`config.mk`:
```
export PLATFORM = sky130hd
export DESIGN_NAME = adder_tree_seq_flat
export DESIGN_NICKNAME = d
export VERILOG_FILES = /design/src/rtl/adder_tree_seq_if.sv /design/src/rtl/adder_tree_seq.sv /design/src/flat_wrapper.sv
export SDC_FILE = /design/constraint.sdc
export NUM_CORES = 1
export LEC_CHECK = 0
export CORE_UTILIZATION = 49
export CTS_CLUSTER_SIZE = 14
export DETAILED_ROUTE_END_ITERATION = 10
export GPL_TIMING_DRIVEN = 1
export PLACE_DENSITY = 0.88
export SETUP_SLACK_MARGIN = 0.4
export SLEW_MARGIN = 20
export SYNTH_ARGS = -nofsm -noshare
export SYNTH_HDL_FRONTEND = slang
export SYNTH_SLANG_ARGS = --single-unit
```
`constraint.sdc`:
```
create_clock -name clk -period 3.6 [get_ports clk]
set_input_delay 0.54 -clock clk [delete_from_list [all_inputs] [get_ports clk]]
set_output_delay 0.54 -clock clk [all_outputs]
set_load 0.02 [all_outputs]
```
`src/rtl/adder_tree_seq_if.sv`:
```
// Handshake bundle between the adder-tree sequencer and its surroundings:
// start/length control, beat stream in, operands/partials to the tree, result out.
interface adder_tree_seq_if #(
  parameter int N_INPUTS    = 8,
  parameter int INPUT_WIDTH = 8,
  parameter int ACC_WIDTH   = 16,
  parameter int CNT_WIDTH   = 8
);
  logic                            start;
  logic [CNT_WIDTH-1:0]            cfg_len;
  logic                            busy;
  logic                            in_valid;
  logic                            in_ready;
  logic [N_INPUTS*INPUT_WIDTH-1:0] in_data;
  logic [N_INPUTS*INPUT_WIDTH-1:0] tree_in;
  logic [INPUT_WIDTH-1:0]          tree_out0;
  logic [INPUT_WIDTH-1:0]          tree_out1;
  logic                            out_valid;
  logic                            out_ready;
  logic [ACC_WIDTH-1:0]            out_sum;
  logic                            out_ovf;

  modport master (
    output start, cfg_len, in_valid, in_data, tree_out0, tree_out1, out_ready,
    input  busy, in_ready, tree_in, out_valid, out_sum, out_ovf
  );

  modport slave (
    input  start, cfg_len, in_valid, in_data, tree_out0, tree_out1, out_ready,
    output busy, in_ready, tree_in, out_valid, out_sum, out_ovf
  );
endinterface

```
`src/rtl/adder_tree_seq.sv`:
```
// Streams cfg_len beats through a shared carry-save adder tree and accumulates OUT0+OUT1.
// Define ADDER_TREE_SEQ_SAT_EN for a saturating accumulator with sticky out_ovf; otherwise it wraps.
module adder_tree_seq #(
  parameter int N_INPUTS    = 8,
  parameter int INPUT_WIDTH = 8,
  parameter int ACC_WIDTH   = 16,
  parameter int CNT_WIDTH   = 8
) (
  input logic              clk,
  input logic              rst_n,
  adder_tree_seq_if.slave  bus
);

  typedef enum logic [1:0] {IDLE, ACCUM, DRAIN, DONE} state_t;

`ifdef ADDER_TREE_SEQ_SAT_EN
  localparam int SUM_W = ACC_WIDTH + 1;
`else
  localparam int SUM_W = ACC_WIDTH;
`endif

  state_t                          state_q;
  logic                            busy_q;
  logic                            in_ready_q;
  logic                            out_valid_q;
  logic                            s1_vld_q;
  logic [N_INPUTS*INPUT_WIDTH-1:0] tree_in_q;
  logic [ACC_WIDTH-1:0]            acc_q;
  logic [CNT_WIDTH-1:0]            count_q;
  logic [CNT_WIDTH-1:0]            len_q;
`ifdef ADDER_TREE_SEQ_SAT_EN
  logic                            ovf_q;
`endif

  logic [INPUT_WIDTH-1:0]          tree_sum;
  logic [SUM_W-1:0]                acc_sum;
  logic [ACC_WIDTH-1:0]            acc_d;
  logic                            beat_hs;

  // Tree partials resolved modulo 2^INPUT_WIDTH before zero-extension into the accumulator.
  always_comb begin
    tree_sum = bus.tree_out0 + bus.tree_out1;
    acc_sum  = {{(SUM_W-ACC_WIDTH){1'b0}}, acc_q}
             + {{(SUM_W-INPUT_WIDTH){1'b0}}, tree_sum};
`ifdef ADDER_TREE_SEQ_SAT_EN
    acc_d    = acc_sum[ACC_WIDTH] ? {ACC_WIDTH{1'b1}} : acc_sum[ACC_WIDTH-1:0];
`else
    acc_d    = acc_sum;
`endif
    beat_hs  = bus.in_valid & in_ready_q;
  end

  always_ff @(posedge clk or negedge rst_n) begin
    if (!rst_n) begin
      state_q     <= IDLE;
      busy_q      <= 1'b0;
      in_ready_q  <= 1'b0;
      out_valid_q <= 1'b0;
      s1_vld_q    <= 1'b0;
      tree_in_q   <= '0;
      acc_q       <= '0;
      count_q     <= '0;
      len_q       <= '0;
`ifdef ADDER_TREE_SEQ_SAT_EN
      ovf_q       <= 1'b0;
`endif
    end else begin
      s1_vld_q <= 1'b0;
      if (s1_vld_q) begin
        acc_q <= acc_d;
`ifdef ADDER_TREE_SEQ_SAT_EN
        if (acc_sum[ACC_WIDTH]) ovf_q <= 1'b1;
`endif
      end

      case (state_q)
        IDLE: begin
          if (bus.start) begin
            acc_q   <= '0;
            count_q <= '0;
            len_q   <= bus.cfg_len;
            busy_q  <= 1'b1;
`ifdef ADDER_TREE_SEQ_SAT_EN
            ovf_q   <= 1'b0;
`endif
            if (bus.cfg_len != '0) begin
              state_q    <= ACCUM;
              in_ready_q <= 1'b1;
            end else begin
              state_q     <= DONE;
              out_valid_q <= 1'b1;
            end
          end
        end
        ACCUM: begin
          if (beat_hs) begin
            tree_in_q <= bus.in_data;
            s1_vld_q  <= 1'b1;
            count_q   <= count_q + 1'b1;
            if (count_q == len_q - 1'b1) begin
              state_q    <= DRAIN;
              in_ready_q <= 1'b0;
            end
          end
        end
        // Last operand is in the tree this cycle; its sum lands in acc at this edge.
        DRAIN: begin
          state_q     <= DONE;
          out_valid_q <= 1'b1;
        end
        DONE: begin
          if (bus.out_ready) begin
            state_q     <= IDLE;
            out_valid_q <= 1'b0;
            busy_q      <= 1'b0;
          end
        end
        default: state_q <= IDLE;
      endcase
    end
  end

  assign bus.busy      = busy_q;
  assign bus.in_ready  = in_ready_q;
  assign bus.tree_in   = tree_in_q;
  assign bus.out_valid = out_valid_q;
  assign bus.out_sum   = acc_q;
`ifdef ADDER_TREE_SEQ_SAT_EN
  assign bus.out_ovf   = ovf_q;
`else
  assign bus.out_ovf   = 1'b0;
`endif

endmodule

```
`src/flat_wrapper.sv`:
```
// flat-port wrapper written by rule: the top's interface ports become plain ports
module adder_tree_seq_flat 
#(
  parameter int N_INPUTS    = 8,
  parameter int INPUT_WIDTH = 8,
  parameter int ACC_WIDTH   = 16,
  parameter int CNT_WIDTH   = 8
)
  (clk, rst_n, bus_start, bus_cfg_len, bus_in_valid, bus_in_data, bus_tree_out0, bus_tree_out1, bus_out_ready, bus_busy, bus_in_ready, bus_tree_in, bus_out_valid, bus_out_sum, bus_out_ovf);
  adder_tree_seq_if #(.N_INPUTS(N_INPUTS), .INPUT_WIDTH(INPUT_WIDTH), .ACC_WIDTH(ACC_WIDTH), .CNT_WIDTH(CNT_WIDTH)) bus_i ();
  input logic clk;
  input logic rst_n;
  input wire logic [$bits(bus_i.start)-1:0] bus_start;
  input wire logic [$bits(bus_i.cfg_len)-1:0] bus_cfg_len;
  input wire logic [$bits(bus_i.in_valid)-1:0] bus_in_valid;
  input wire logic [$bits(bus_i.in_data)-1:0] bus_in_data;
  input wire logic [$bits(bus_i.tree_out0)-1:0] bus_tree_out0;
  input wire logic [$bits(bus_i.tree_out1)-1:0] bus_tree_out1;
  input wire logic [$bits(bus_i.out_ready)-1:0] bus_out_ready;
  output wire logic [$bits(bus_i.busy)-1:0] bus_busy;
  output wire logic [$bits(bus_i.in_ready)-1:0] bus_in_ready;
  output wire logic [$bits(bus_i.tree_in)-1:0] bus_tree_in;
  output wire logic [$bits(bus_i.out_valid)-1:0] bus_out_valid;
  output wire logic [$bits(bus_i.out_sum)-1:0] bus_out_sum;
  output wire logic [$bits(bus_i.out_ovf)-1:0] bus_out_ovf;
  assign bus_i.start = bus_start;
  assign bus_i.cfg_len = bus_cfg_len;
  assign bus_i.in_valid = bus_in_valid;
  assign bus_i.in_data = bus_in_data;
  assign bus_i.tree_out0 = bus_tree_out0;
  assign bus_i.tree_out1 = bus_tree_out1;
  assign bus_i.out_ready = bus_out_ready;
  assign bus_busy = bus_i.busy;
  assign bus_in_ready = bus_i.in_ready;
  assign bus_tree_in = bus_i.tree_in;
  assign bus_out_valid = bus_i.out_valid;
  assign bus_out_sum = bus_i.out_sum;
  assign bus_out_ovf = bus_i.out_ovf;
  adder_tree_seq #(.N_INPUTS(N_INPUTS), .INPUT_WIDTH(INPUT_WIDTH), .ACC_WIDTH(ACC_WIDTH), .CNT_WIDTH(CNT_WIDTH)) u_core (.clk(clk), .rst_n(rst_n), .bus(bus_i));
endmodule
```
==> impl_metrics.toml <==
[timing]
slew_viol_final = 0
max_freq_ghz = 0.316
holdWs_ps = 157
min_period_ps = 3170
tns_ps = 0
timing.slew.headroom_pct = 31.9
hold_viol = 0
tightest_slew_ps = 1020
fin_crit_sh_pct = 88.0
clock_skew_ps = 13.0
final-setup-viol-count = 0
grt_setup_unrepaired = "no"

[final_layout]
layout_commonest_cell = "nand2_1"
syn_to_final_growth_pct = 46.6
final_cell_mix = "230 x nand2_1, 167 x clkdlybuf4s50_1, 102 x dfrtp_1"
multiInputGateArea_um2 = 2380
fin_nets = 861
nFillCells = 696
regArea_um2 = 2550
drive_gt1_share_pct = 8.17
final_cells = 880
diodes = 0

[global_routing]
grt_overflow = 0
grt_pass1_wl_um = 21300
grt_use_total_pct = 26.5
grt_max_degree = 58
antenna_found_initial = 0
grt_pass1_vias = 4617

[logic_synthesis]
async_flop_share_pct = 100
synth-seq-area-share_pct = 51.4
synth_seq_cells = 102
syn_avg_cell_area_um2 = 8.92
yosysUniqueCellTypes = 48
synth_edf_count = 0
synth-main-ff-cell = "dfrtp_1"
netlist_area_um2 = 4970
syn-instance-count = 557
ys_warn_count = 0
ys_top_cells_by_area = "dfrtp_1 51%, nand2_1 17%, ha_1 6.0%"
synth_fp_nets = 676
synth_largest_area_cell = "dfrtp_1"
yosysTopAreaCellShare_pct = 51.4

[critical_path]
slowest_delay_ps = 380
critPathTopFamily = "compound AO/OA/AOI/OAI gates"
worstPathArrival_ps = 3480
path_buf_inv = 3
critPathSlowestCell = "o41a_1"
cp.required_ps = 3910
critical_path_class = "in -> reg"
path_depth = 16
critPathMaxFanout = 8
r2r-start = "u_core.bus.out_sum[0]"
r2r_slack_ps = 1150
cp_cell_sequence = "dlygate4sd2_1, ha_2, a21o_1, a21oi_4, nor2b_1, o21a_1, o41a_1, xnor2_1, ha_1, buf_6, a21oi_2, nor2b_2, a41oi_2, buf_6, or3_4, a21oi_2"
reg2reg_depth = 10
endpoint_kind = "register"
start_kind = "input pin"
reg2reg_to = "u_core.bus.out_sum[14]"

[detailed_routing]
totalWireLength_um = 13900
vias_per_cell = 5.21
vias = 4589
first_pass_iters = 4
drt_first_iter_violations = 130
detail_route.wl_per_cell_um = 15.8
ant_nets = 0
drc = 0

[die]
start_util_pct = 50.6
io_pins = 177
std_cell_rows = 36
fp.dieH_um = 103
die_area_um2 = 10500
core_um2 = 9820
fp.dieW_um = 103

[run]
drv_cap = 0

[pwr]
p_sw_uw = 2400
combPwrFrac_pct = 52.4
leakage_uw = 0.00346
power.internal_uw = 3340
p_sw_share_pct = 41.8
p_per_area_nw_per_um2 = 789
ir_drop_mv = 0.560
pwr-share-seq_pct = 34.2
power.share.clock_pct = 13.4

[clocking]
clockBufferDepth = 2
clk_pin_slew_ps = 100
cts_tree = "built"
cts_root_buf = "clkbuf_8"
clk-insertion-delay-late_ps = 390
numCtsBuffers = 9
numClockSinks = 102
htree_num_levels = 3

[place]
place_congestion = 0.825
io_buffers = 175
hpwl_um = 9650
dp_cells = 857

[hold_path]
min_path_type = "in -> async"

[status]
outcome = "completed"
power groups by stage:
stage	registers (µW)	logic, µW	clock network, µW
floorplan	2380	1170	0
global placement	1940	2810	0
detailed placement	1970	2920	0
CTS	1960	2980	789
global route	2020	3270	830
finish	1970	3010	767
registers in the layout, indices dropped and copies added (netlist names):
register              count
u_core.s1_vld_q           1
u_core.bus.out_valid      1
u_core.bus.in_ready       1
u_core.len_q              8
u_core.bus.tree_in       64
u_core.bus.out_sum       16
u_core.state_q            2
u_core.count_q            8
u_core.bus.busy           1
cells by family (layout without fill, tap and decap cells):
| group | count (synthesis) | count (layout) | synth area share (%) |
|---|---|---|---|
| other | 1 | 1 | 0.0755 |
| AO/OA/AOI/OAI | 63 | 63 | 8.06 |
| multiplexers | 9 | 9 | 1.84 |
| AND/OR/NAND/NOR | 297 | 297 | 24.7 |
| buffers and inverters | 34 | 224 | 2.65 |
| adder cells (fa/ha/maj) | 26 | 26 | 6.85 |
| XOR/XNOR | 25 | 25 | 4.41 |
| flip-flops | 102 | 102 | 51.4 |
final cells by class:
cell class,instances,area share (%)
sequential,102,35.1
clock buffer,11,1.94
timing repair buffer,194,26.4
clock inverter,5,0.928
tap,133,2.29
inverter,14,0.722
multi-input combinational,421,32.7
worst max-delay path by stage:
stage | from | end
3_3_place_gp | bus_tree_out1[0] | u_core.bus.out_sum[15]
4_1_cts | bus_tree_out1[2] | u_core.bus.out_sum[11]
6_report | bus_tree_out0[0] | u_core.bus.out_sum[11]
3_5_place_dp | bus_tree_out1[0] | u_core.bus.out_sum[11]
2_1_floorplan | bus_tree_out1[0] | u_core.bus.out_sum[15]
5_1_grt | bus_tree_out0[0] | u_core.bus.out_sum[11]
what timing repair did:
item	4_1_cts	5_1_grt
setup endpoints to repair	8	8
hold buffers	0	0
pin swaps	14	15
resized for setup	11	20
setup buffers	4	3
worst reg2reg max path, cell delays in order (launching register included):
cell and delay [ps]:
dfrtp_1 390, ha_1 180, inv_1 60, fa_1 380, nor2b_1 160, o21ai_1 110
a21oi_1 270, o41ai_2 110, buf_4 160, or3_1 380, a21oi_2 160
synth_stat cells, types with 5 or more instances:
master,count
inv_1,14
nand2_1,230
a21o_1,5
dfrtp_1,102
nand3_1,8
xor2_1,9
nor2_1,21
xnor2_1,16
or3_1,9
clkbuf_1,17
o21ai_0,17
ha_1,24
mux2i_1,8
a21oi_1,20
per-stage QoR:
stage / area, µm² / power [µW] / utilization [%] / setup WS [ps]
after floorplan: 4970 / 3560 / - / 492
after global placement: 6930 / 4750 / 70.6 / -34.3
after detailed placement: 6930 / 4890 / 70.6 / -195
after CTS: 7190 / 5730 / 73.2 / 446
after global routing: 7280 / 6120 / 74.1 / 339
final: 7280 / 5740 / 74.1 / 433
metal layers:
layer	routed length [µm]	track usage [%]	vias up
met5	0	0	-
met2	6930	45.2	179
met1	5460	29.9	2193
li1	-	-	2179
met4	320	9.56	0
met3	1200	10.6	38
No activity file was read; power rests on OpenSTA's default activity.
